==> config.mk <==
export PLATFORM = sky130hd
export DESIGN_NAME = store_align_unit
export DESIGN_NICKNAME = d
export VERILOG_FILES = /design/src/rtl/store_align_unit_pkg.sv /design/src/rtl/store_lane_shifter.sv /design/src/rtl/store_align_unit.sv
export SDC_FILE = /design/constraint.sdc
export NUM_CORES = 1
export LEC_CHECK = 0
export ABC_AREA = 1
export BUFFER_PORTS_ARGS = -buffer_cell sky130_fd_sc_hd__buf_2
export CAP_MARGIN = 20
export CORE_MARGIN = 4
export CORE_UTILIZATION = 46
export DETAILED_ROUTE_END_ITERATION = 12
export MAX_ROUTING_LAYER = met4
export PLACE_DENSITY = 0.77
export SLEW_MARGIN = 20
export SYNTH_ARGS = -nofsm -noshare
export SYNTH_HDL_FRONTEND = slang
export SYNTH_SLANG_ARGS = --single-unit
==> constraint.sdc <==
create_clock -name CPU_CLK -period 1.3 [get_ports CPU_CLK]
set_input_delay 0.195 -clock CPU_CLK [delete_from_list [all_inputs] [get_ports CPU_CLK]]
set_output_delay 0.195 -clock CPU_CLK [all_outputs]
set_load 0.02 [all_outputs]
==> src/rtl/store_align_unit_pkg.sv <==
// -----------------------------------------------------------------------------
// store_align_unit_pkg
//   Shared store-width encodings for the store alignment path, plus a helper
//   that turns a width code into a right-justified byte mask.
//   No ports (package).
// -----------------------------------------------------------------------------
package store_align_unit_pkg;

    // Store width encodings, shared with the load-extension path.
    localparam logic [1:0] ST_SB  = 2'b00;
    localparam logic [1:0] ST_SH  = 2'b01;
    localparam logic [1:0] ST_SW  = 2'b10;
    localparam logic [1:0] ST_RSV = 2'b11;

    // Right-justified byte mask for a width code; reserved code gives no bytes.
    function automatic logic [3:0] width_mask(input logic [1:0] width);
        case (width)
            ST_SB:   width_mask = 4'b0001;
            ST_SH:   width_mask = 4'b0011;
            ST_SW:   width_mask = 4'b1111;
            default: width_mask = 4'b0000;
        endcase
    endfunction

endpackage

==> src/rtl/store_lane_shifter.sv <==
// -----------------------------------------------------------------------------
// store_lane_shifter
//   Purely combinational: positions right-justified store data onto a
//   two-word (64-bit) byte-lane window and builds the matching byte mask.
//   Lanes [3:0] belong to the addressed word, lanes [7:4] to the next word.
// Ports:
//   o      in   2   byte offset within the word (addr[1:0])
//   width  in   2   store width code (SB/SH/SW/reserved)
//   data   in  32   right-justified store data
//   sh64   out 64   data masked to the store width, shifted left by 8*o
//   mask8  out  8   byte mask, shifted left by o
// -----------------------------------------------------------------------------
module store_lane_shifter
    import store_align_unit_pkg::*;
(
    input  logic [1:0]  o,
    input  logic [1:0]  width,
    input  logic [31:0] data,
    output logic [63:0] sh64,
    output logic [7:0]  mask8
);

    logic [3:0]  m4;
    logic [31:0] data_m;

    // NOTE: every output of a combinational block is assigned on every path,
    // so no latch can be inferred.
    always_comb begin
        m4     = width_mask(width);
        data_m = data & {{8{m4[3]}}, {8{m4[2]}}, {8{m4[1]}}, {8{m4[0]}}};
        sh64   = {32'b0, data_m} << {o, 3'b000};
        mask8  = {4'b0000, m4} << o;
    end

endmodule

==> src/rtl/store_align_unit.sv <==
// -----------------------------------------------------------------------------
// store_align_unit
//   Converts a pipeline store request (byte address, right-justified data,
//   width) into word-aligned memory write beats with byte enables. Stores
//   that cross a word boundary take two beats when STORE_MISALIGN_SPLIT_EN is
//   defined; otherwise they are rejected with a store_err pulse and no beat.
// Parameters:
//   ADDR_W     byte-address width
//   ZERO_IDLE  nonzero: mem_addr/mem_wdata/mem_be read 0 while mem_valid=0
// Ports:
//   CPU_CLK, CPU_RST_N            clock, async active-low reset
//   req_valid/req_ready           request handshake (ready only when idle)
//   req_addr, req_data, req_type  store byte address, data, width code
//   mem_valid/mem_ready           write beat handshake
//   mem_addr, mem_wdata, mem_be   word address, lane data, byte enables
//   store_done                    pulse: request fully written
//   store_err                     pulse: request rejected, no beat issued
// Build option: STORE_MISALIGN_SPLIT_EN
// -----------------------------------------------------------------------------
module store_align_unit
    import store_align_unit_pkg::*;
#(
    parameter int ADDR_W    = 32,
    parameter int ZERO_IDLE = 1
) (
    input  logic              CPU_CLK,
    input  logic              CPU_RST_N,
    input  logic              req_valid,
    output logic              req_ready,
    input  logic [ADDR_W-1:0] req_addr,
    input  logic [31:0]       req_data,
    input  logic [1:0]        req_type,
    output logic              mem_valid,
    input  logic              mem_ready,
    output logic [ADDR_W-1:0] mem_addr,
    output logic [31:0]       mem_wdata,
    output logic [3:0]        mem_be,
    output logic              store_done,
    output logic              store_err
);

    typedef enum logic [1:0] {IDLE, BEAT0, BEAT1} state_t;

    state_t            state, state_nxt;
    logic [63:0]       sh64;
    logic [7:0]        mask8;
    logic              crosses, reject, accept;
    logic              done_nxt, err_nxt;
    logic [ADDR_W-1:0] addr_r;
    logic [31:0]       wdata_r;
    logic [3:0]        be_r;

    // Lane placement is computed from the live request and captured at accept.
    store_lane_shifter u_shifter (
        .o     (req_addr[1:0]),
        .width (req_type),
        .data  (req_data),
        .sh64  (sh64),
        .mask8 (mask8)
    );

    assign crosses   = |mask8[7:4];
    assign req_ready = (state == IDLE);
    assign mem_valid = (state != IDLE);

`ifdef STORE_MISALIGN_SPLIT_EN
    logic        cross_r;
    logic [31:0] hi_wdata_r;
    logic [3:0]  hi_be_r;

    assign reject = (req_type == ST_RSV);
`else
    // Upper lanes only matter when splitting; here they only feed `crosses`.
    logic unused_hi;
    assign unused_hi = ^sh64[63:32];
    assign reject    = (req_type == ST_RSV) || crosses;
`endif

    assign accept = req_valid && req_ready && !reject;

    always_comb begin
        state_nxt = state;
        done_nxt  = 1'b0;
        err_nxt   = req_valid && req_ready && reject;
        case (state)
            IDLE: if (accept) state_nxt = BEAT0;
            BEAT0: begin
                if (mem_ready) begin
`ifdef STORE_MISALIGN_SPLIT_EN
                    if (cross_r) begin
                        state_nxt = BEAT1;
                    end else begin
                        state_nxt = IDLE;
                        done_nxt  = 1'b1;
                    end
`else
                    state_nxt = IDLE;
                    done_nxt  = 1'b1;
`endif
                end
            end
`ifdef STORE_MISALIGN_SPLIT_EN
            BEAT1: begin
                if (mem_ready) begin
                    state_nxt = IDLE;
                    done_nxt  = 1'b1;
                end
            end
`endif
            default: state_nxt = IDLE;
        endcase
    end

    // NOTE: state registers use non-blocking assignments so every flop samples
    // pre-edge values regardless of statement order.
    always_ff @(posedge CPU_CLK or negedge CPU_RST_N) begin
        if (!CPU_RST_N) begin
            state      <= IDLE;
            store_done <= 1'b0;
            store_err  <= 1'b0;
            addr_r     <= '0;
            wdata_r    <= '0;
            be_r       <= '0;
`ifdef STORE_MISALIGN_SPLIT_EN
            cross_r    <= 1'b0;
            hi_wdata_r <= '0;
            hi_be_r    <= '0;
`endif
        end else begin
            state      <= state_nxt;
            store_done <= done_nxt;
            store_err  <= err_nxt;
            // Beat registers only change at accept or on the beat0->beat1
            // step, so they are stable while a beat is stalled.
            if (accept) begin
                addr_r  <= {req_addr[ADDR_W-1:2], 2'b00};
                wdata_r <= sh64[31:0];
                be_r    <= mask8[3:0];
`ifdef STORE_MISALIGN_SPLIT_EN
                cross_r    <= crosses;
                hi_wdata_r <= sh64[63:32];
                hi_be_r    <= mask8[7:4];
`endif
            end
`ifdef STORE_MISALIGN_SPLIT_EN
            if (state == BEAT0 && mem_ready && cross_r) begin
                addr_r  <= addr_r + ADDR_W'(4);  // wraps past the top word
                wdata_r <= hi_wdata_r;
                be_r    <= hi_be_r;
            end
`endif
        end
    end

    // With ZERO_IDLE=0 the last beat's values stay visible while idle.
    always_comb begin
        if ((ZERO_IDLE != 0) && !mem_valid) begin
            mem_addr  = '0;
            mem_wdata = '0;
            mem_be    = '0;
        end else begin
            mem_addr  = addr_r;
            mem_wdata = wdata_r;
            mem_be    = be_r;
        end
    end

endmodule
==> results of run 1 <==
## worst max-delay path: cells and delay by family, from the launching register on
family        cells  cell delay, ns
buf+inv           5            0.61
flops             1            0.45
simple gates      4            0.35
## per-layer routing
layer  track usage (%)  vias to the layer above
met5                 -                        -
met4              7.47                        0
met3              2.64                       16
met2              34.7                      198
met1              30.7                     2004
li1                  -                     2187
## state kept, by name, indices dropped and copies added, names as in the netlist
| signal | flops |
|---|---|
| state | 1 |
| be_r | 4 |
| store_done | 1 |
| addr_r | 30 |
| wdata_r | 32 |
| store_err | 1 |
## where the power goes
part | internal [uW] | switching (uW) | total [uW]
Combinational | 888 | 1420 | 2300
Sequential | 2620 | 268 | 2890
Clock | 1330 | 808 | 2140
Total | 4850 | 2490 | 7340
## through the flow
| step | hold WS (ns) | utilization [%] |
|---|---|---|
| final | 0.0593 | 63.1 |
| after global routing | 0.0612 | 63.1 |
| after CTS | 0.0403 | 61.4 |
| after detailed placement | 0.244 | 57.1 |
| after global placement | 0.244 | 57.1 |
| after floorplan | -0.101 | - |
## cell families after synthesis
| group | count (synthesis) |
|---|---|
| simple gates | 426 |
| buf+inv | 121 |
| flops | 69 |
| compound gates | 12 |
| fa+ha+maj | 3 |
| other cells | 1 |
## path summary, 6_finish.rpt
path,cells after the start,to,slack [ns],start
max,9,wdata_r[10]$_DFFE_PN0P_,-0.23,state[0]$_DFFE_PN0P_
min,2,state[0]$_DFFE_PN0P_,0.06,mem_ready
max reg2reg,9,wdata_r[10]$_DFFE_PN0P_,-0.23,state[0]$_DFFE_PN0P_
min reg2reg,2,addr_r[22]$_DFFE_PN0P_,0.47,addr_r[22]$_DFFE_PN0P_
max in group asynchronous,3,state[0]$_DFFE_PN0P_,0.56,CPU_RST_N
min in group asynchronous,3,addr_r[4]$_DFFE_PN0P_,0.40,CPU_RST_N
## cells in the mapped netlist
library cell and n:
sky130_fd_sc_hd__dfrtp_1 69, sky130_fd_sc_hd__inv_1 71, sky130_fd_sc_hd__ha_1 3, sky130_fd_sc_hd__nand4_1 31, sky130_fd_sc_hd__nand2_2 3, sky130_fd_sc_hd__nor2_4 1, sky130_fd_sc_hd__o21ai_0 2, sky130_fd_sc_hd__o21ai_1 1
sky130_fd_sc_hd__buf_1 4, sky130_fd_sc_hd__clkbuf_1 23, sky130_fd_sc_hd__nand3_2 1, sky130_fd_sc_hd__nand2_1 329, sky130_fd_sc_hd__nor2_8 1, sky130_fd_sc_hd__buf_4 3, sky130_fd_sc_hd__nor2_1 10, sky130_fd_sc_hd__inv_2 5
sky130_fd_sc_hd__conb_1 1, sky130_fd_sc_hd__buf_6 7, sky130_fd_sc_hd__nand3_1 49, sky130_fd_sc_hd__nand3_4 1, sky130_fd_sc_hd__buf_2 8, sky130_fd_sc_hd__a21oi_1 9
## timing repair
| action | 4_1_cts | 5_1_grt |
|---|---|---|
| setup buffers | 1 | 4 |
| endpoints found under the hold margin | 69 | 0 |
| hold buffers | 1 | 0 |
| pin swaps | 3 | 2 |
| gates resized for setup | 43 | 15 |
| gates cloned | 0 | 3 |
| setup endpoints to repair | 67 | 135 |
## area by class of cell
cell class | instances | area, sq um
Tap cell | 108 | 135
Sequential cell | 69 | 1730
Multi-Input combinational cell | 444 | 1950
Fill cell | 795 | 3230
Timing Repair Buffer | 165 | 1170
Clock inverter | 5 | 106
Clock buffer | 11 | 141
Inverter | 76 | 298
==> results by stage, run 1 <==
Synthesis:
- The Yosys warning count is 0.
- Summed over its instances, the top area cell type makes up about two fifths of the synthesized netlist area.
- The average instance area after synthesis is around 6.6 sq um.
- The cell count after synthesis came out at roughly 630.
- The multiplexer fraction of the synthesized cell area is 0%.
- The fraction of the mapped netlist area in simple logic gates is 43.2%.
- The arithmetic-cell share of the synthesized area counting full adders, half adders and majority gates is less than 1%.
- The largest area contributor in the netlist is sky130_fd_sc_hd__dfrtp_1.
- The mapped netlist covers 4150 sq um.
- The post-synthesis compound-gate area fraction is about 1.4%.
- The synthesized design contains 69 register bits.
- After synthesis, the netlist uses 22 different library cells.
- Sorting the synthesized cells by area gives the leading types as sky130_fd_sc_hd__dfrtp_1, sky130_fd_sc_hd__nand2_1, sky130_fd_sc_hd__inv_1.
- The largest family of logic cells by synthesized area is simple AND/OR/NAND/NOR gates.
- The sequential element share of the synthesized area is 41.7%.
- The share of the synthesized netlist area taken by xor and xnor gates is 0%.

Worst hold path:
- The worst hold path belongs to the class in2reg.

Finish:
- The net count of the finished layout is approximately 840.
- The fraction of layout cells with a size suffix above 1 is a little under a third.
- The top cell types in the final layout, fill and taps aside, are sky130_fd_sc_hd__nand2_1, sky130_fd_sc_hd__buf_2, sky130_fd_sc_hd__dfrtp_1, sky130_fd_sc_hd__nand3_1, sky130_fd_sc_hd__buf_4.
- The number of antenna repair diodes is 0.
- Summing all non-filler instances in the final layout gives an area of between 5000 and 6000 sq um.
- The leading cell type in the layout, fill and taps excluded is sky130_fd_sc_hd__nand2_1.
- Leaving out filler cells and counting taps, the final layout contains between 800 and 900.
- The area growth from synthesis to layout is 33.5%.

Timing:
- The final critical path time including I/O delays and setup is ~1.5 ns.
- The final hold violation count is 0.
- Setup repair after global routing could not meet its margin everywhere.
- Setup violations remaining at the end of the flow were counted as around 140.
- The summed negative setup slack over all endpoints is -21.57 ns.
- The top achievable clock speed is 653 MHz.
- The fraction of the cycle the final worst path needs is 118%.
- Setup slack on the critical path of the routed design comes to -0.231 ns.
- The number of slew-limit violations in the final report is 0.
- The maximum clock skew at final layout is 0.00839 ns.

Routing:
- Summing over every cut layer, the via total after detailed routing is ~4400.
- The post-detailed-route count of antenna-violating nets is 0.
- The met3 routed wirelength is roughly 900 um.
- The met1 layer wirelength in the final routing is 5.22 mm.
- The DRC violations left is 0.
- The highest layer touched by signal routing is met4.
- The overall routed net length is around 12 mm.
- The post-detailed-route via-to-cell ratio is about 5.0.
- The total iterations of the first detailed-routing run is 5.
- Detailed routing placed a total of between 5 and 6 mm of wire on met2.
- The number of DRC markers after the initial detailed-route iteration is 177.
- After detailed routing, the average wire length per cell comes to ~13 um.

Critical path:
- The most prevalent standard cell on the critical path is sky130_fd_sc_hd__nand2_1.
- Along the worst path, the maximum fanout reaches 24.
- The kind of end point of the critical path is a flop.
- In this design, the stage delay of the slowest critical-path cell is 0.45 ns.
- The worst path arrival time is 1.74 ns.
- The startpoint-to-endpoint class of the critical path is reg2reg.
- Among all stages on the critical path, the largest delay is contributed by sky130_fd_sc_hd__dfrtp_2.
- The required time of the critical path is ~1.5 ns.
- Walking the worst path, the cells encountered are buf_4 > buf_6 > inv_8 > nand2_8 > inv_6 > nand3_4 > buf_12 > nand2_1 > nand2_1.
- The type of element launching the critical path is a flop.

Placement:
- Including well taps, the total number of placed cells is 853.
- The global placement routability congestion is roughly 0.9.
- During placement, the flow inserted port buffers numbering approximately 140.
- Once placement finished, the instance area stood at between 4000 and 5000 sq um.
- Detailed placement finished with a half-perimeter wire length of 8.03 mm.
- Before CTS, the worst setup slack after placement is -0.294 ns.

Floorplan:
- The height of the chip is approximately 100 um.
- The region available for standard cell placement spans between 8000 and 9000 sq um.
- The total die area is roughly 11000 sq um.
- From left edge to right edge, the die measures slightly above 100 um.
- The initial standard-cell utilization of the core is roughly 47%.
- The count of pins on the block boundary is 142.
- In this run the core area contains 34 standard-cell rows.

Clock tree:
- The clock tree synthesis step divided the H-tree into 3 levels.
- In this run the deepest clock path goes through 2 buffers.
- The clock insertion delay at the later pin of the skew report is between 0.3 and 0.4 ns.
- CTS saw a little under 70 sinks.
- In this run, CTS created clock tree buffers numbering 9.
- The buffer cell driving the clock tree root is sky130_fd_sc_hd__clkbuf_8.
- After clock tree synthesis, the clock-pin slew on the worst setup and hold paths is approximately 0.07 ns.
- The CTS tree is built.

Status:
- The final reports fail on setup timing.
- The flow ran to the end, but the final reports show violations.

GRT:
- The initial antenna violation count is 0.
- The number of global-route vias before repair is ~4000.
- Global routing used between 20% and 30% of the available tracks across all layers.
- The first global-routing pass estimated between 15 and 20 mm of wire.
- The pin count of the biggest net entering global routing is 70.
- For this run the aggregate overflow at the end of global routing stands at 0.

Job:
- The count of max-cap constraint violations is 0.

Pwr:
- The peak ir drop on the vdd network is between 0.7 and 0.8 mV.
- Power spread over the standard cell area amounts to between 1000 and 1500 nW/um^2.
- The static leakage is about 0.0035 uW.
- The sum of internal, switching and leakage power is approximately 7300 uW.
Note: power is estimated with default switching activity, not from simulation.
==> run 2, diff against run 1 <==
- BUFFER_PORTS_ARGS: -buffer_cell sky130_fd_sc_hd__buf_2 -> default
- CORE_UTILIZATION: 46 -> 45
- DONT_BUFFER_PORTS: default -> 1
- PLACE_DENSITY: 0.77 -> default
- PLACE_DENSITY_LB_ADDON: default -> 0.2
==> run 2 against run 1 <==
The flow finishes with violations (hold timing, setup timing). Sequential cell count unchanged. Maximum frequency grew 7.4%. Cell count down 14%. Die area is 2.0% higher. Clock skew grew 0.0020 ns. Cell area down 7.3%. Critical path depth fell by 5. Sequential share of layout area increased by 2.5 points. Total power shrank 0.80%. Critical path type is now reg2out. Largest cell class unchanged. Largest power group unchanged.
==> results by stage, run 2 (synthesis results as in run 1) <==
Critical path:
- The biggest fanout along the worst timing path came to 8 (-67%).
- The worst setup path is captured at a primary output.
- The required time of the critical path is 1.11 ns (-0.40 ns).
- The critical path is of the reg2out type.
- The type of element launching the critical path is a flop.
- The worst path arrival time is 1.23 ns (-0.51 ns).
- The worst reg2reg path depth is 8 (-1).

Timing:
- The maximum clock skew at final layout was 0.0103 ns (+0.00195 ns).
- The final-layout worst hold slack is -0.462 ns (-0.521 ns).
- Setup repair after global routing could not meet its margin everywhere.
- The final critical path time including I/O delays and setup is 1.43 ns (-0.106 ns).
- The count of final setup violators is 134 (-0.74%).
- Headroom to the max-slew limit came out at around two thirds.
- The slew at the pin closest to its max-slew limit is roughly 0.5 ns.
- The final hold violation count is 69 (+69).
- The number of slew-limit violations in the final report was 0 (unchanged).
- The summed negative setup slack over all endpoints is -11.35 ns (+10.22 ns).
- The top achievable clock speed is 702 MHz (+7.4%).
- The setup slack after layout came to -0.125 ns (+0.106 ns).
- The fraction of the cycle the final worst path needs is 110% (-8.1 points).

Finish:
- The number of nets in the finished design is 719 (-14%).
- The leading cell type in the layout, fill and taps excluded is sky130_fd_sc_hd__nand2_1.
- wdata_r holds more flip-flops than any other register.
- The number of flip-flops under the largest register name is 32 (unchanged).
- The fraction of layout cells with a size suffix above 1 is 24.4% (-5.7 points).
- The number of antenna repair diodes is 0 (unchanged).
- The final instance count without filler cells is 759 (-14%).
- The area added between synthesis and finish is 23.7%.
- Leaving out fill and tap cells, the most frequent cells in the layout are sky130_fd_sc_hd__nand2_1, sky130_fd_sc_hd__dfrtp_1, sky130_fd_sc_hd__inv_2, sky130_fd_sc_hd__nand3_1, sky130_fd_sc_hd__nand4_1.
- In the final layout, the registers with the most flip-flops are wdata_r (32), addr_r (30), be_r (4).

Pwr:
- The peak ir drop on the vdd network is 0.682 mV (-5.3%).
- The power density over the cells is 1420 nW/um^2 (+7.0%).
- The static leakage is 0.00306 uW (-14%).

Floorplan:
- The number of core rows is 34 (unchanged).
- The count of pins on the block boundary is 142 (unchanged).
- The height of the chip is 104 um (+1.0%).
- The horizontal die dimension is 104 um (+1.0%).
- The core region area is 8850 sq um (+0.97%).
- The total die area came to 10800 sq um (+2.0%).
- The initial standard-cell utilization of the core came to 46.8% (-0.45 points).

GRT:
- The wire length of the first global-routing pass is 19.3 mm (+4.9%).
- The leftover overflow at the end of global routing is 0 (unchanged).
- The number of global-route vias before repair is 3787 (-4.9%).
- The pin count of the biggest net entering global routing came to 70 (unchanged).
- The initial antenna violation count was 0 (unchanged).
- The all-layer global routing usage is 22.2% (-0.25 points).

Clock tree:
- The clock insertion delay at the later pin of the skew report is 0.35 ns (+0.02 ns).
- The number of H-tree levels came to 3 (unchanged).
- The clock sink count came to 69 (unchanged).
- The deepest clock path buffer count is 2 (unchanged).
- The buffer cell driving the clock tree root is sky130_fd_sc_hd__clkbuf_8.
- The CTS tree is built.
- The clock-pin slew reported for the worst setup and hold paths after clock tree synthesis is 0.08 ns (about the same).
- The clock buffer count from CTS is 9 (unchanged).

Routing:
- The DRC violations left is 0 (unchanged).
- The vias after detailed routing is 4017 (-8.8%).
- The overall routed net length was 12.5 mm (+5.3%).
- The post-detailed-route via-to-cell ratio is 5.29 (+5.5%).
- The number of DRC markers after the initial detailed-route iteration was 261 (+47%).
- The post-detailed-route count of antenna-violating nets is 0 (unchanged).
- The total iterations of the first detailed-routing run is 4 (-1).
- The detailed-route wire length per cell is 16.4 um (+22%).

Job:
- The count of max-cap constraint violations is 0 (unchanged).

Status:
- The checks that failed: hold timing, setup timing.
- The flow ran to the end, but the final reports show violations.

Placement:
- The placed wire-length estimate was 7.82 mm (-2.6%).
- The count of port buffers added during placement is 0 (-100%).
- The cell count after placement came to 715 (-16%).
- The setup slack after placement is -0.228 ns (+0.0664 ns).
- The global placement routability congestion is 0.955 (+6.3%).

Worst hold path:
- The worst hold path belongs to the class in2async.
[run 2: changes by cell type in the layout (fill, tap and decap cells not counted), sizes merged]
cell         before  now
dlygate4sd3       1   17
clkbuf           13   15
inv              77   76
clkinv            0    2
buf             162   24
[run 2: worst paths after layout]
| kind | startpoint | to | slack [ns] |
|---|---|---|---|
| hold / removal | CPU_RST_N | addr_r[29]$_DFFE_PN0P_ | -0.46 |
| setup reg to reg | state[0]$_DFFE_PN0P_ | addr_r[18]$_DFFE_PN0P_ | -0.10 |
| max in group asynchronous | CPU_RST_N | wdata_r[31]$_DFFE_PN0P_ | 1.64 |
| hold reg to reg | addr_r[21]$_DFFE_PN0P_ | addr_r[21]$_DFFE_PN0P_ | 0.48 |
| min in group CPU_CLK | req_addr[14] | addr_r[14]$_DFFE_PN0P_ | 0.01 |
| setup / recovery | state[0]$_DFFE_PN0P_ | mem_addr[20] | -0.13 |
[run 2: repair_timing]
item,4_1_cts,5_1_grt
gates resized for setup,44,68
gates cloned,0,8
pin swaps,3,3
hold buffers,15,2
endpoints found under the setup margin,67,135
buffers inserted,1,2
endpoints found under the hold margin,96,71
[run 2: power breakdown]
part           switching [uW]  leakage, uW  internal (uW)  total [uW]
clock network             863     0.000116           1280        2140
logic                    1380      0.00206            784        2160
registers                 358     0.000889           2620        2980
[run 2: worst max-delay path, cell delays in order, from the launching register on]
cell	delay (ns)
sky130_fd_sc_hd__dfrtp_2	0.43
sky130_fd_sc_hd__buf_12	0.16
sky130_fd_sc_hd__clkbuf_16	0.16
sky130_fd_sc_hd__nand2_1	0.07
sky130_fd_sc_hd__inv_2	0.07
[run 2: final cells by class]
cell class | count | area (sq um)
Clock buffer | 10 | 128
Sequential cell | 69 | 1730
Timing Repair Buffer | 46 | 589
Multi-Input combinational cell | 444 | 2100
Tap cell | 108 | 135
Fill cell | 872 | 3720
Inverter | 76 | 335
Clock inverter | 6 | 111
[run 2: stage by stage]
step | instance area (sq um) | power (uW) | hold slack [ns] | util (%)
global placement | 4270 | 4570 | -0.0985 | 48.3
finish | 5130 | 7280 | -0.462 | 57.9
detailed placement | 4270 | 4620 | -0.0986 | 48.3
floorplan | 4220 | 4310 | -0.101 | -
global route | 5130 | 7720 | -0.489 | 57.9
CTS | 4700 | 6890 | -0.484 | 53.2
[run 2: per-layer routing]
layer | track usage (%) | vias to the layer above | share of wire (%)
met5 | - | - | 0
met3 | 6.77 | 33 | 9.0
met4 | 7.98 | 0 | 2.9
li1 | - | 1951 | -
met1 | 28.0 | 1861 | 42
met2 | 33.7 | 172 | 46
